--- src/rtl/ibex_pkg.sv ---
// Shared register-file writeback types.
// Address widths and the write request bundle.
package ibex_pkg;

  localparam int unsigned RegAddrW  = 5;
  localparam int unsigned RegAddrWE = 4;
  localparam int unsigned WbDataW   = 32;

  typedef struct packed {
    logic [RegAddrW-1:0] addr;
    logic [WbDataW-1:0]  data;
  } wb_req_t;

  function automatic int unsigned rf_addr_w(
    input bit rv32e
  );
    return rv32e ? RegAddrWE : RegAddrW;
  endfunction

endpackage

--- src/rtl/ibex_rf_wb_fifo.sv ---
// Deferral buffer for EX writebacks.
// Exposes every slot's addr/valid for hazard checks.
module ibex_rf_wb_fifo #(
  parameter int unsigned AddrWidth = 5,
  parameter int unsigned DataWidth = 32,
  parameter int unsigned Depth     = 2
) (
  input  logic                            clk_int,
  input  logic                            rst_ni,
  input  logic                            push_i,
  input  logic [AddrWidth-1:0]            addr_i,
  input  logic [DataWidth-1:0]            data_i,
  input  logic                            pop_i,
  output logic                            full_o,
  output logic                            empty_o,
  output logic [AddrWidth-1:0]            head_addr_o,
  output logic [DataWidth-1:0]            head_data_o,
  output logic [Depth-1:0]                ent_valid_o,
  output logic [Depth-1:0][AddrWidth-1:0] ent_addr_o
);

  localparam int unsigned PtrW =
    (Depth > 1) ? $clog2(Depth) : 1;
  localparam logic [PtrW-1:0] LastPtr =
    PtrW'(Depth - 1);

  logic [Depth-1:0]                valid_q;
  logic [Depth-1:0][AddrWidth-1:0] addr_q;
  logic [Depth-1:0][DataWidth-1:0] data_q;
  logic [PtrW-1:0]                 rptr_q;
  logic [PtrW-1:0]                 wptr_q;

  function automatic logic [PtrW-1:0] inc(
    input logic [PtrW-1:0] p
  );
    return (p == LastPtr) ? '0 : p + 1'b1;
  endfunction

  assign full_o      = valid_q[wptr_q];
  assign empty_o     = ~valid_q[rptr_q];
  assign head_addr_o = addr_q[rptr_q];
  assign head_data_o = data_q[rptr_q];
  assign ent_valid_o = valid_q;
  assign ent_addr_o  = addr_q;

  // Ring buffer: pop clears the head slot, push then fills the tail slot.
  always_ff @(posedge clk_int or negedge rst_ni) begin
    if (!rst_ni) begin
      valid_q <= '0;
      addr_q  <= '0;
      data_q  <= '0;
      rptr_q  <= '0;
      wptr_q  <= '0;
    end else begin
      if (pop_i) begin
        valid_q[rptr_q] <= 1'b0;
        rptr_q          <= inc(rptr_q);
      end
      if (push_i) begin
        valid_q[wptr_q] <= 1'b1;
        addr_q[wptr_q]  <= addr_i;
        data_q[wptr_q]  <= data_i;
        wptr_q          <= inc(wptr_q);
      end
    end
  end

endmodule

--- src/rtl/ibex_rf_wb_arbiter.sv ---
// Single write-port scheduler for the latch RF.
// LSU first, buffered EX next, direct EX last.
module ibex_rf_wb_arbiter
  import ibex_pkg::*;
#(
  parameter int unsigned DataWidth = 32,
  parameter bit          RV32E     = 1'b0,
  parameter int unsigned BufDepth  = 2
) (
  input  logic                 clk_int,
  input  logic                 rst_ni,
  input  logic                 ex_req_i,
  input  logic [4:0]           ex_waddr_i,
  input  logic [DataWidth-1:0] ex_wdata_i,
  output logic                 ex_gnt_o,
  input  logic                 lsu_req_i,
  input  logic [4:0]           lsu_waddr_i,
  input  logic [DataWidth-1:0] lsu_wdata_i,
  input  logic                 pend_set_i,
  input  logic [4:0]           pend_addr_i,
  input  logic [4:0]           raddr_a_i,
  input  logic [4:0]           raddr_b_i,
  output logic                 hazard_a_o,
  output logic                 hazard_b_o,
  output logic                 rf_we_o,
  output logic [4:0]           rf_waddr_o,
  output logic [DataWidth-1:0] rf_wdata_o
);

  localparam int unsigned AW = rf_addr_w(RV32E);
  localparam int unsigned NW = 1 << AW;

  logic [AW-1:0] ex_a, lsu_a, pend_a, ra_a, ra_b;
  assign ex_a   = ex_waddr_i[AW-1:0];
  assign lsu_a  = lsu_waddr_i[AW-1:0];
  assign pend_a = pend_addr_i[AW-1:0];
  assign ra_a   = raddr_a_i[AW-1:0];
  assign ra_b   = raddr_b_i[AW-1:0];

  logic                       f_full, f_empty;
  logic                       f_push, f_pop;
  logic [AW-1:0]              f_haddr;
  logic [DataWidth-1:0]       f_hdata;
  logic [BufDepth-1:0]        f_valid;
  logic [BufDepth-1:0][AW-1:0] f_addr;

  logic                 sel_req, ex_direct, we_int;
  logic [AW-1:0]        sel_a;
  logic [DataWidth-1:0] sel_d;

  logic [NW-1:0] pend_q, pend_d;
  logic          infl_valid_q;
  logic [AW-1:0] infl_addr_q;

  ibex_rf_wb_fifo #(
    .AddrWidth (AW),
    .DataWidth (DataWidth),
    .Depth     (BufDepth)
  ) u_fifo (
    .clk_int     (clk_int),
    .rst_ni      (rst_ni),
    .push_i      (f_push),
    .addr_i      (ex_a),
    .data_i      (ex_wdata_i),
    .pop_i       (f_pop),
    .full_o      (f_full),
    .empty_o     (f_empty),
    .head_addr_o (f_haddr),
    .head_data_o (f_hdata),
    .ent_valid_o (f_valid),
    .ent_addr_o  (f_addr)
  );

  // Port owner select: buffered EX drains before new EX to keep order.
  always_comb begin
    sel_req   = 1'b0;
    sel_a     = '0;
    sel_d     = '0;
    f_pop     = 1'b0;
    ex_direct = 1'b0;
    if (lsu_req_i) begin
      sel_req = 1'b1;
      sel_a   = lsu_a;
      sel_d   = lsu_wdata_i;
    end else if (!f_empty) begin
      sel_req = 1'b1;
      sel_a   = f_haddr;
      sel_d   = f_hdata;
      f_pop   = 1'b1;
    end else if (ex_req_i) begin
      sel_req   = 1'b1;
      sel_a     = ex_a;
      sel_d     = ex_wdata_i;
      ex_direct = 1'b1;
    end
  end

  assign f_push = ex_req_i & ~ex_direct & (~f_full | f_pop);
  assign we_int = sel_req & (sel_a != '0);

  assign ex_gnt_o   = rst_ni & ex_req_i & (ex_direct | ~f_full | f_pop);
  assign rf_we_o    = rst_ni & we_int;
  assign rf_waddr_o = rst_ni ? 5'(sel_a) : 5'd0;
  assign rf_wdata_o = rst_ni ? sel_d : '0;

  // Pending scoreboard: a new load issue outranks a same-address return.
  always_comb begin
    pend_d = pend_q;
    if (lsu_req_i) pend_d[lsu_a] = 1'b0;
    if (pend_set_i) pend_d[pend_a] = 1'b1;
    pend_d[0] = 1'b0;
  end

  // Scoreboard and last-write registers.
  always_ff @(posedge clk_int or negedge rst_ni) begin
    if (!rst_ni) begin
      pend_q       <= '0;
      infl_valid_q <= 1'b0;
      infl_addr_q  <= '0;
    end else begin
      pend_q       <= pend_d;
      infl_valid_q <= we_int;
      infl_addr_q  <= sel_a;
    end
  end

  function automatic logic hazard(
    input logic [AW-1:0] ra
  );
    logic hit;
    hit = pend_q[ra] |
          (infl_valid_q & (infl_addr_q == ra));
    for (int i = 0; i < BufDepth; i++) begin
      hit = hit | (f_valid[i] & (f_addr[i] == ra));
    end
    return (ra != '0) & hit;
  endfunction

  assign hazard_a_o = rst_ni & hazard(ra_a);
  assign hazard_b_o = rst_ni & hazard(ra_b);

  // Requester rule checks.
  always_ff @(posedge clk_int) begin
    if (rst_ni && ex_req_i && ex_a != '0)
      assert (!pend_q[ex_a])
        else $error("EX targets a pending register");
    if (rst_ni && lsu_req_i && lsu_a != '0)
      assert (pend_q[lsu_a])
        else $warning("LSU writes a non-pending register");
  end

endmodule

--- config.mk ---
export PLATFORM = sky130hd
export DESIGN_NAME = ibex_rf_wb_arbiter
export DESIGN_NICKNAME = d
export VERILOG_FILES = /design/src/rtl/ibex_pkg.sv /design/src/rtl/ibex_rf_wb_fifo.sv /design/src/rtl/ibex_rf_wb_arbiter.sv
export SDC_FILE = /design/constraint.sdc
export NUM_CORES = 1
export LEC_CHECK = 0
export CAP_MARGIN = 5
export CORE_MARGIN = 4
export CORE_UTILIZATION = 40
export CTS_CLUSTER_SIZE = 20
export DETAILED_ROUTE_END_ITERATION = 12
export PLACE_DENSITY = 0.7
export SYNTH_ARGS = -nofsm -noshare
export SYNTH_HDL_FRONTEND = slang
export SYNTH_HIERARCHICAL = 1
export SYNTH_SLANG_ARGS = --single-unit
export TNS_END_PERCENT = 100
--- constraint.sdc ---
create_clock -name clk_int -period 7.5 [get_ports clk_int]
set_clock_uncertainty 0.1 [all_clocks]
set_input_delay 1.5 -clock clk_int [delete_from_list [all_inputs] [get_ports clk_int]]
set_output_delay 1.5 -clock clk_int [all_outputs]
set_load 0.05 [all_outputs]
* Yosys cells after proc, flatten, opt, wreduce, memory -nomap -nowiden
Index checks and enable logic that the tools add are counted.
W data, S select, Z words.
** Word-level totals
- Output and inout bits :: 41
- Logic and storage cells :: 115
- Input bits :: 94
- Register bits after elaboration :: 115
** Cells by class
- Equality and inequality tests :: 6
- Bitwise gates (word level) :: 33
- Reduce and logical (&&, ||, !) cells :: 7
- $add $sub $neg :: 2
- Order comparisons :: 10
- Multiplexer cells :: 47
** Operator list (number)
- $mux W32 :: 9
- $bwmux W64 :: 1
- $mux W5 :: 7
- $and A32 B32 Y32 :: 1
- $demux W32 S1 :: 1
- $not A32 Y32 :: 1
- $or A32 B32 Y32 :: 1
- $eq A5 B5 Y1 :: 6
- $lt A5 B6 Y1 const B :: 4
- $mux W1 :: 19
- $and A1 B1 Y1 :: 16
- $reduce_bool A5 Y1 :: 3
- $bmux W1 S5 :: 2
- $bwmux W10 :: 1
- $demux W1 S5 :: 2
- $ge A5 B1 Y1 const B :: 2
- $or A1 B1 Y1 :: 9
- $demux W5 S1 :: 1
- $logic_and A1 B1 Y1 :: 4
- $lt A1 B2 Y1 const B :: 2
- $mux W2 :: 2
- $add A1 B1 Y1 const B :: 2
- $and A2 B2 Y2 :: 1
- $demux W1 S1 :: 2
- 4 further kinds :: 6

* Depth between registers and ports, before layout
Gate-level depths: netlist of run 1.
- Word-level depth :: 9
- Gate-level depth with buffers :: 11
- Depth with buffers taken out :: 6

* By module
The synthesis of run 1 kept the hierarchy.
** By module, submodules not included
- ibex_rf_wb_fifo :: sequential area each 1951.9 um^2, cells an instance 211, area each 3474.6 um^2, instances 1
- ibex_rf_wb_arbiter :: sequential area each 925.9 um^2, cells an instance 425, area each 3378.2 um^2, instances 1

* Worst setup path after synthesis of run 1
Ideal clock, no wire load.
- Path kind :: input to output
- Start :: in raddr_a_i[0]
- End :: out hazard_a_o
- Arrival time :: 3290 ps
- Required time :: 5900 ps
- Stages on the path :: 7
- Setup slack :: 2610 ps
- Path buffers :: 2
- Path through :: buf_4 buf_4 xor2_1 nor4_1 nand3_1 and3_1 a41oi_1
** Between the ends
- Word-level cells in the longest chain between the ends :: 7
- Elaborated cells between the ends (all ways) :: 14
- Classes of those cells :: eq/ne (3); mux (2); bitwise (8); reduce/logical (1)
** Ends and longest elaborated chain
- start: declaration :: RTL line ibex_rf_wb_arbiter.sv:21 : input logic [4:0] raddr_a_i,
- $bmux W1 S5 / $eq A5 B5 Y1 (equally long branches) :: RTL line ibex_rf_wb_arbiter.sv:131, ibex_rf_wb_arbiter.sv:132
- $mux W1 (implied by the code) / $and A1 B1 Y1 (equally long branches) :: RTL line ibex_rf_wb_arbiter.sv:131, ibex_rf_wb_arbiter.sv:132
- $or A1 B1 Y1 :: RTL line ibex_rf_wb_arbiter.sv:131 : hit = pend_q[ra] |
- $or A1 B1 Y1 (2 in a row) :: RTL line ibex_rf_wb_arbiter.sv:134 : hit = hit | (f_valid[i] & (f_addr[i] == ra));
- $and A1 B1 Y1 * :: RTL line ibex_rf_wb_arbiter.sv:136 : return (ra != '0) & hit;
- $and A1 B1 Y1 * :: RTL line ibex_rf_wb_arbiter.sv:139 : assign hazard_a_o = rst_ni & hazard(ra_a);
- end: declaration :: RTL line ibex_rf_wb_arbiter.sv:23 : output logic hazard_a_o,
Every way passes the cells marked *; elsewhere a longest branch is shown, timed or not. The select of a mux whose other input is x is not followed.

* Worst setup path in the final report of run 1
Same ends and word-level chain as after synthesis.

==> results by group, run 1 <==
Run status
  – Status: finished, final reports clean

Worst setup path
  – Crit path max-delay family: buffers and inverters
  – Endpoint class of the critical path: output port
  – Slowest stage delay, CP: around 1.1 ns
  – Worst Path Arrival: between 4 and 5 ns
  – Most common cell on crit path: clkdlybuf4s50_1
  – CP bufs+invs: 2
  – CP Class: in -> out
  – Crit path max fanout: 16
  – WP data required: 5.90 ns
  – CP Launch Type: primary input
  – Slowest-stage cell, CP: clkdlybuf4s50_1
  – Crit-path cells: clkdlybuf4s50_1 -> mux4_2 -> nand2b_1 -> a32o_1 -> nand2_1 -> a41oi_1 -> clkdlybuf4s50_1

CTS
  – Clock tree sinks: approximately 120
  – Clock transition at path regs: 0.05 ns
  – Worst-Skew Late Latency: slightly above 0.4 ns
  – CTS Buf Count: 17
  – Root buffer cell: clkbuf_16
  – TritonCTS clock tree: done
  – Post-CTS Setup Bufs: 0
  – CTS Buffer Depth: 2
  – # hold bufs at CTS: 0
  – Gates resized, CTS repair: 0
  – H-tree Lvls: 4

Power and ir drop
  – Psw: between 0.001 and 0.0015 W
  – Sequential power share: between 30% and 40%
  – Leakage power: about 3.6 nW
  – Power Density: approximately 380 mW/mm2
  – Comb power frac: between 40% and 50%
  – Sw Share: about a third
  – Power Internal: 0.002160 W
  – Proportion of power drawn by the clock network: approximately a quarter
  – Peak VDD IR: roughly 0.19 mV

Cells and area
  – Most common cell after layout, fill and taps aside: clkdlybuf4s50_1
  – Antenna Cells: 0
  – Most frequent cells in the layout: clkdlybuf4s50_1 (132), dfrtp_1 (115), o21ai_0 (100)
  – Final net count: 845
  – Post-route cell area: 0.008848 mm2
  – Layout area overhead: 29.12%
  – Layout cells sized above 1: 22.12%

STA
  – RSZ-0062 raised after global routing: no
  – Rel. slew slack: around two fifths
  – Sum Neg Setup Slack: 0 ns
  – Final Setup Violations: 0
  – FMAX: approximately 160 MHz
  – Fin Hold WS: ~0.4 ns
  – Worst-Margin Slew: 0.8909 ns
  – Final worst-path cycle share: 81.69%
  – Fin. Hold Viols: 0
  – Min Tclk post-route: around 6.1 ns
  – Slew Limit Fails: 0

Die
  – Die H: 138.9 um
  – Die ar.: 0.01929 mm2
  – IO Pins: around 140
  – Core ar.: ~0.017 mm2
  – Overall die width: 138.9 um
  – Num rows: 47
  – Starting Density: between 40% and 50%

Synth
  – Yosys top cell area share: a little over two fifths
  – Yosys top cell by area: dfrtp_1
  – Cells after Synth: approximately 640
  – Sequential fraction of the synthesis area: 41.99%
  – Post-synth EDFFs: 0
  – Yosys warns: 6
  – Top FF cell, synth: dfrtp_1
  – Post-synthesis average cell area: 10.77 um2
  – Synth area leaders: dfrtp_1 (42%), mux2_2 (16%), o21ai_0 (7.3%)
  – Synth Register Bits: approximately 120
  – Netlist Area Pre-Place: between 0.006 and 0.007 mm2
  – Post-Syn Nets: between 700 and 800
  – Synth cell types: 50
  – Async S/R FF share, synth: 100.0%

Hold path
  – Hold Path Class: reg -> reg

Global route
  – Largest net degree at the start of global routing: 72
  – First-pass GRT wire length: a little over 30000 um
  – Initial antenna violation count: 0
  – GR Util All Layers: 19.49%
  – Grt total ovfl: 0
  – Vias in the first global route: a little under 6000

Placement
  – PortBufs: between 100 and 150
  – Post-DP HPWL: about 13000 um
  – Routability cong.: about 0.86
  – Placed inst area: 0.008259 mm2

Detailed routing
  – Detailed Route WL: 18670 um
  – Initial drt markers: 310
  – Via count: ~5500
  – First-pass DRT Iterations: 5
  – Via density: 5.620
  – Drt wl/cell: between 15 and 20 um
  – Antenna Nets Post-Route: 0
  – DRC violations left: 0

Run
  – Maxcap violations: 0
## registers in the layout, indices dropped and copies added, names as in the netlist
signal	cells
infl_valid_q	1
pend_q	31
u_fifo/ent_addr_o	10
u_fifo/data_q	64
u_fifo/rptr_q	1
infl_addr_q	5
u_fifo/wptr_q	1
u_fifo/ent_valid_o	2
## cell families (layout without fill, tap and decap cells)
family / count (synthesis) / in the layout / share of synthesized area [%]
muxes: 135 / 135 / 24.70
AOI/OAI and AO/OA: 156 / 156 / 13.33
DFF: 115 / 115 / 41.99
and+or+nand+nor: 150 / 150 / 11.81
buffers and inverters: 48 / 176 / 4.072
xor gates and xnor gates: 32 / 32 / 4.090
## final cells by class
type	count	area, um2
fill	1484	7853
clock inverter	10	105.1
clock buffer	22	484.2
timing repair buffer	143	1401
inverter	1	3.754
tap	220	275.3
sequential	115	2878
multi-input combinational	473	3701
## power groups by stage
stage | Combinational [W] | Sequential [W] | Clock (W)
global route | 0.00156 | 0.00112 | 0.000839
finish | 0.00144 | 0.00109 | 0.000797
CTS | 0.00145 | 0.00109 | 0.000812
global placement | 0.00141 | 0.00107 | 0
floorplan | 0.00114 | 0.00102 | 0
detailed placement | 0.00144 | 0.00110 | 0
## layer usage
metal	track usage (%)	vias up	share of wire, %
met3	5.724	38	6.0
met2	32.27	208	49
li1	-	2538	-
met4	6.694	0	2.4
met5	0	-	0
met1	24.46	2746	42
## per-stage QoR
step | worst slack [ns] | std cells | power, W | utilization [%]
after floorplan | 2.610 | 636 | 0.002156 | -
after global placement | 1.406 | 952 | 0.002480 | 49.45
after detailed placement | 1.396 | 952 | 0.002539 | 49.45
after CTS | 1.391 | 984 | 0.003350 | 52.98
after global routing | 1.240 | 984 | 0.003528 | 52.98
final | 1.373 | 984 | 0.003331 | 52.98
## cell usage after synthesis (all sizes together) (6+ instances only)
cell      n
clkbuf   24
nand2b    7
mux2    117
nor4      6
nor2     12
nand3b    9
a21oi     6
nand2    49
xor2     26
and2     38
o21ai   100
a22oi    36
xnor2     6
nand3    10
mux2i     9
buf      23
dfrtp   115
mux4      9
## worst paths after layout
path                                                      start                         endpoint  slack (ns)  cells past startpoint
worst max-delay path                               raddr_a_i[0]                       hazard_a_o        1.37                      7
worst min-delay path              u_fifo/data_q[49]$_DFFE_PN0P_    u_fifo/data_q[49]$_DFFE_PN0P_        0.40                      1
worst max register to register  u_fifo/ent_valid_o[0]$_DFF_PN0_     u_fifo/data_q[3]$_DFFE_PN0P_        4.30                      7
worst min register to register    u_fifo/data_q[49]$_DFFE_PN0P_    u_fifo/data_q[49]$_DFFE_PN0P_        0.40                      1
max in group asynchronous                                rst_ni  u_fifo/ent_valid_o[1]$_DFF_PN0_        5.43                      2
min in group asynchronous                                rst_ni    u_fifo/data_q[34]$_DFFE_PN0P_        1.06                      1
Note: power is estimated with default switching activity, not from simulation.
==> run 2: changes to the inputs <==
--- a/config.mk
+++ b/config.mk
@@ -10,7 +10,7 @@
 export CORE_UTILIZATION = 40
 export CTS_CLUSTER_SIZE = 20
 export DETAILED_ROUTE_END_ITERATION = 12
-export PLACE_DENSITY = 0.7
+export PLACE_DENSITY = 0.73
 export SYNTH_ARGS = -nofsm -noshare
 export SYNTH_HDL_FRONTEND = slang
 export SYNTH_HIERARCHICAL = 1
==> constraint.sdc (replaced) <==
create_clock -name clk_int -period 5.14 [get_ports clk_int]
set_clock_uncertainty 0.1 [all_clocks]
set_input_delay 1.028 -clock clk_int [delete_from_list [all_inputs] [get_ports clk_int]]
set_output_delay 1.028 -clock clk_int [all_outputs]
set_load 0.05 [all_outputs]
==> run 2 against run 1 <==
Against the previous run: die area did not move; sequential share of layout area hardly changed; wire length is 1.6% lower; total power is 47% higher; register-to-register slack worse by 2.1 ns; design area increased by 0.16%; hold slack lost 0.023 ns; utilization up 0.082 points; via count decreased by 1.5%; final cell count down 0.41%; sequential cell count did not move; critical endpoint unchanged.
==> results by group, run 2 (synthesized netlist as in run 1, its figures left out) <==
Global route
  – First-pass GRT wire length: 29480 um (-3.7%)
  – Initial antenna violation count: 0 (unchanged)
  – Vias in the first global route: 5415 (-7.6%)
  – Largest net degree at the start of global routing: 130 (+81%)
  – GR Util All Layers: 18.94% (-0.55 points)
  – Grt total ovfl: 0 (unchanged)

Die
  – Num rows: 47 (unchanged)
  – Core ar.: 0.01670 mm2 (unchanged)
  – Die H: 138.9 um (unchanged)
  – IO Pins: 135 (unchanged)
  – Die ar.: 0.01929 mm2 (unchanged)
  – Starting Density: 41.03% (unchanged)
  – Overall die width: 138.9 um (unchanged)

STA
  – Min Tclk post-route: between 4 and 5 ns
  – Sum Neg Setup Slack: 0 ns (unchanged)
  – Worst-Margin Slew: 0.6375 ns (-0.2534 ns)
  – Final worst-path cycle share: between 80% and 90%
  – Slew Limit Fails: 0 (unchanged)
  – Rel. slew slack: 57.50% (+17 points)
  – FMAX: roughly 230 MHz
  – RSZ-0062 raised after global routing: no
  – Final Setup Violations: 0 (unchanged)
  – Fin. Hold Viols: 0 (unchanged)

Detailed routing
  – Antenna Nets Post-Route: 0 (unchanged)
  – Via count: 5445 (-1.5%)
  – First-pass DRT Iterations: 5 (unchanged)
  – Drt wl/cell: 18.75 um (-1.2%)
  – Via density: 5.556 (-1.1%)
  – DRC violations left: 0 (unchanged)
  – Detailed Route WL: 18380 um (-1.6%)
  – Initial drt markers: 475 (+53%)

Cells and area
  – Max reg flops: 64 (unchanged)
  – Final net count: 844 (-0.12%)
  – Area of the multi-input gates: 0.003701 mm2 (unchanged)
  – Antenna Cells: 0 (unchanged)
  – Most frequent cells in the layout: dfrtp_1 (114), o21ai_0 (100), mux2_2 (97)
  – Biggest register: u_fifo/data_q
  – Reg area: 0.002879 mm2 (about the same)
  – Layout area overhead: 29.32%
  – Fill count: 1483 (-0.067%)
  – Post-route cell area: 0.008862 mm2 (+0.16%)
  – Layout cells sized above 1: 26.97% (+4.9 points)
  – Most common cell after layout, fill and taps aside: dfrtp_1

CTS
  – CTS Buffer Depth: 2 (unchanged)
  – Root buffer cell: clkbuf_16
  – Gates resized, CTS repair: 0 (unchanged)
  – Clock tree sinks: 115 (unchanged)
  – Worst-Skew Late Latency: 0.41 ns (about the same)
  – # hold bufs at CTS: 0 (unchanged)
  – TritonCTS clock tree: done
  – CTS Buf Count: 17 (unchanged)
  – H-tree Lvls: 4 (unchanged)
  – Clock transition at path regs: 0.06 ns (about the same)
  – Post-CTS Setup Bufs: 0 (unchanged)

Worst setup path
  – Worst Path Arrival: 3.18 ns (-1.35 ns)
  – CP bufs+invs: 2 (unchanged)
  – CP Class: in -> out
  – Crit-path cells: clkdlybuf4s50_1 -> mux4_2 -> nand2b_1 -> a32o_1 -> nand2_1 -> a41oi_1 -> buf_4
  – CP Launch Type: primary input
  – WP data required: 4.01 ns (-1.89 ns)
  – Crit path max-delay family: buffers and inverters
  – Endpoint class of the critical path: output port
  – Crit path max fanout: 9 (-7)
  – Slowest stage delay, CP: 0.78 ns (-0.27 ns)
  – Slowest-stage cell, CP: clkdlybuf4s50_1

Power and ir drop
  – Final Power: 0.004889 W (+47%)
  – Leakage power: 3.651 nW (+2.4%)
  – Power Density: 551.6 mW/mm2 (+47%)
  – Peak VDD IR: 0.3150 mV (+67%)

Placement
  – PortBufs: 134 (unchanged)
  – Post-DP HPWL: 12500 um (-5.0%)
  – Routability cong.: 0.8505 (-1.7%)
  – Placed inst area: 0.008282 mm2 (+0.27%)

Run
  – Maxcap violations: 0 (unchanged)

Hold path
  – Hold Path Class: in -> async

Run status
  – Status: finished, final reports clean
run 2: changes by cell type in the layout (fill, tap and decap cells not counted), sizes merged:
cell and change:
bufinv +1, clkinv -1, clkdlybuf4s50 -40, clkinvlp -1, clkbuf -2, buf +39
run 2: layer usage:
metal,GRT usage (%),up-vias,wire [um]
met5,0,-,0
met4,6.488,0,282
met3,6.586,27,1388
met2,29.30,178,8704
met1,24.88,2702,7999
li1,-,2538,-
run 2: metrics by stage:
step | std cells | utilization [%] | worst slack, ns | hold slack (ns)
finish | 980 | 53.06 | 0.8282 | 0.3778
CTS | 980 | 53.06 | 0.8072 | 0.3726
detailed placement | 951 | 49.59 | 0.8037 | 0.3901
floorplan | 636 | - | 1.194 | 0.3732
global placement | 951 | 49.59 | 0.7767 | 0.3816
global route | 980 | 53.06 | 0.6268 | 0.3759
run 2: final timing paths:
path,from,endpoint,slack (ns),cells after the start
worst max-delay path,raddr_a_i[0],hazard_a_o,0.83,7
worst min-delay path,rst_ni,pend_q[31]$_DFF_PN0_,0.38,1
worst max register to register,u_fifo/ent_valid_o[1]$_DFF_PN0_,u_fifo/data_q[7]$_DFFE_PN0P_,2.18,7
worst min register to register,u_fifo/data_q[43]$_DFFE_PN0P_,u_fifo/data_q[43]$_DFFE_PN0P_,0.40,1
max in group asynchronous,rst_ni,infl_addr_q[3]$_DFF_PN0_,3.64,2
min in group clk_int,u_fifo/data_q[43]$_DFFE_PN0P_,u_fifo/data_q[43]$_DFFE_PN0P_,0.40,1
run 2: power by group:
part,switching (W),internal [W]
registers,0.000294,0.00130
logic,0.00101,0.00111
clock network,0.000409,0.000765
total,0.00172,0.00317
run 2: layout make-up:
type	count	area share, %
Sequential cell	115	32.49
Tap cell	220	3.106
Multi-Input combinational cell	473	41.76
Timing Repair Buffer	142	16.05
Clock buffer	20	5.040
Clock inverter	9	1.511
Inverter	1	0.04235
run 2: worst reg2reg max path: stages, from the launching register on:
cell and delay (ns):
dfrtp_1 0.43, mux2i_1 0.18, inv_1 0.22, buf_4 0.43
o211a_1 0.31, nor2b_4 0.51, buf_12 0.29, mux2_2 0.38
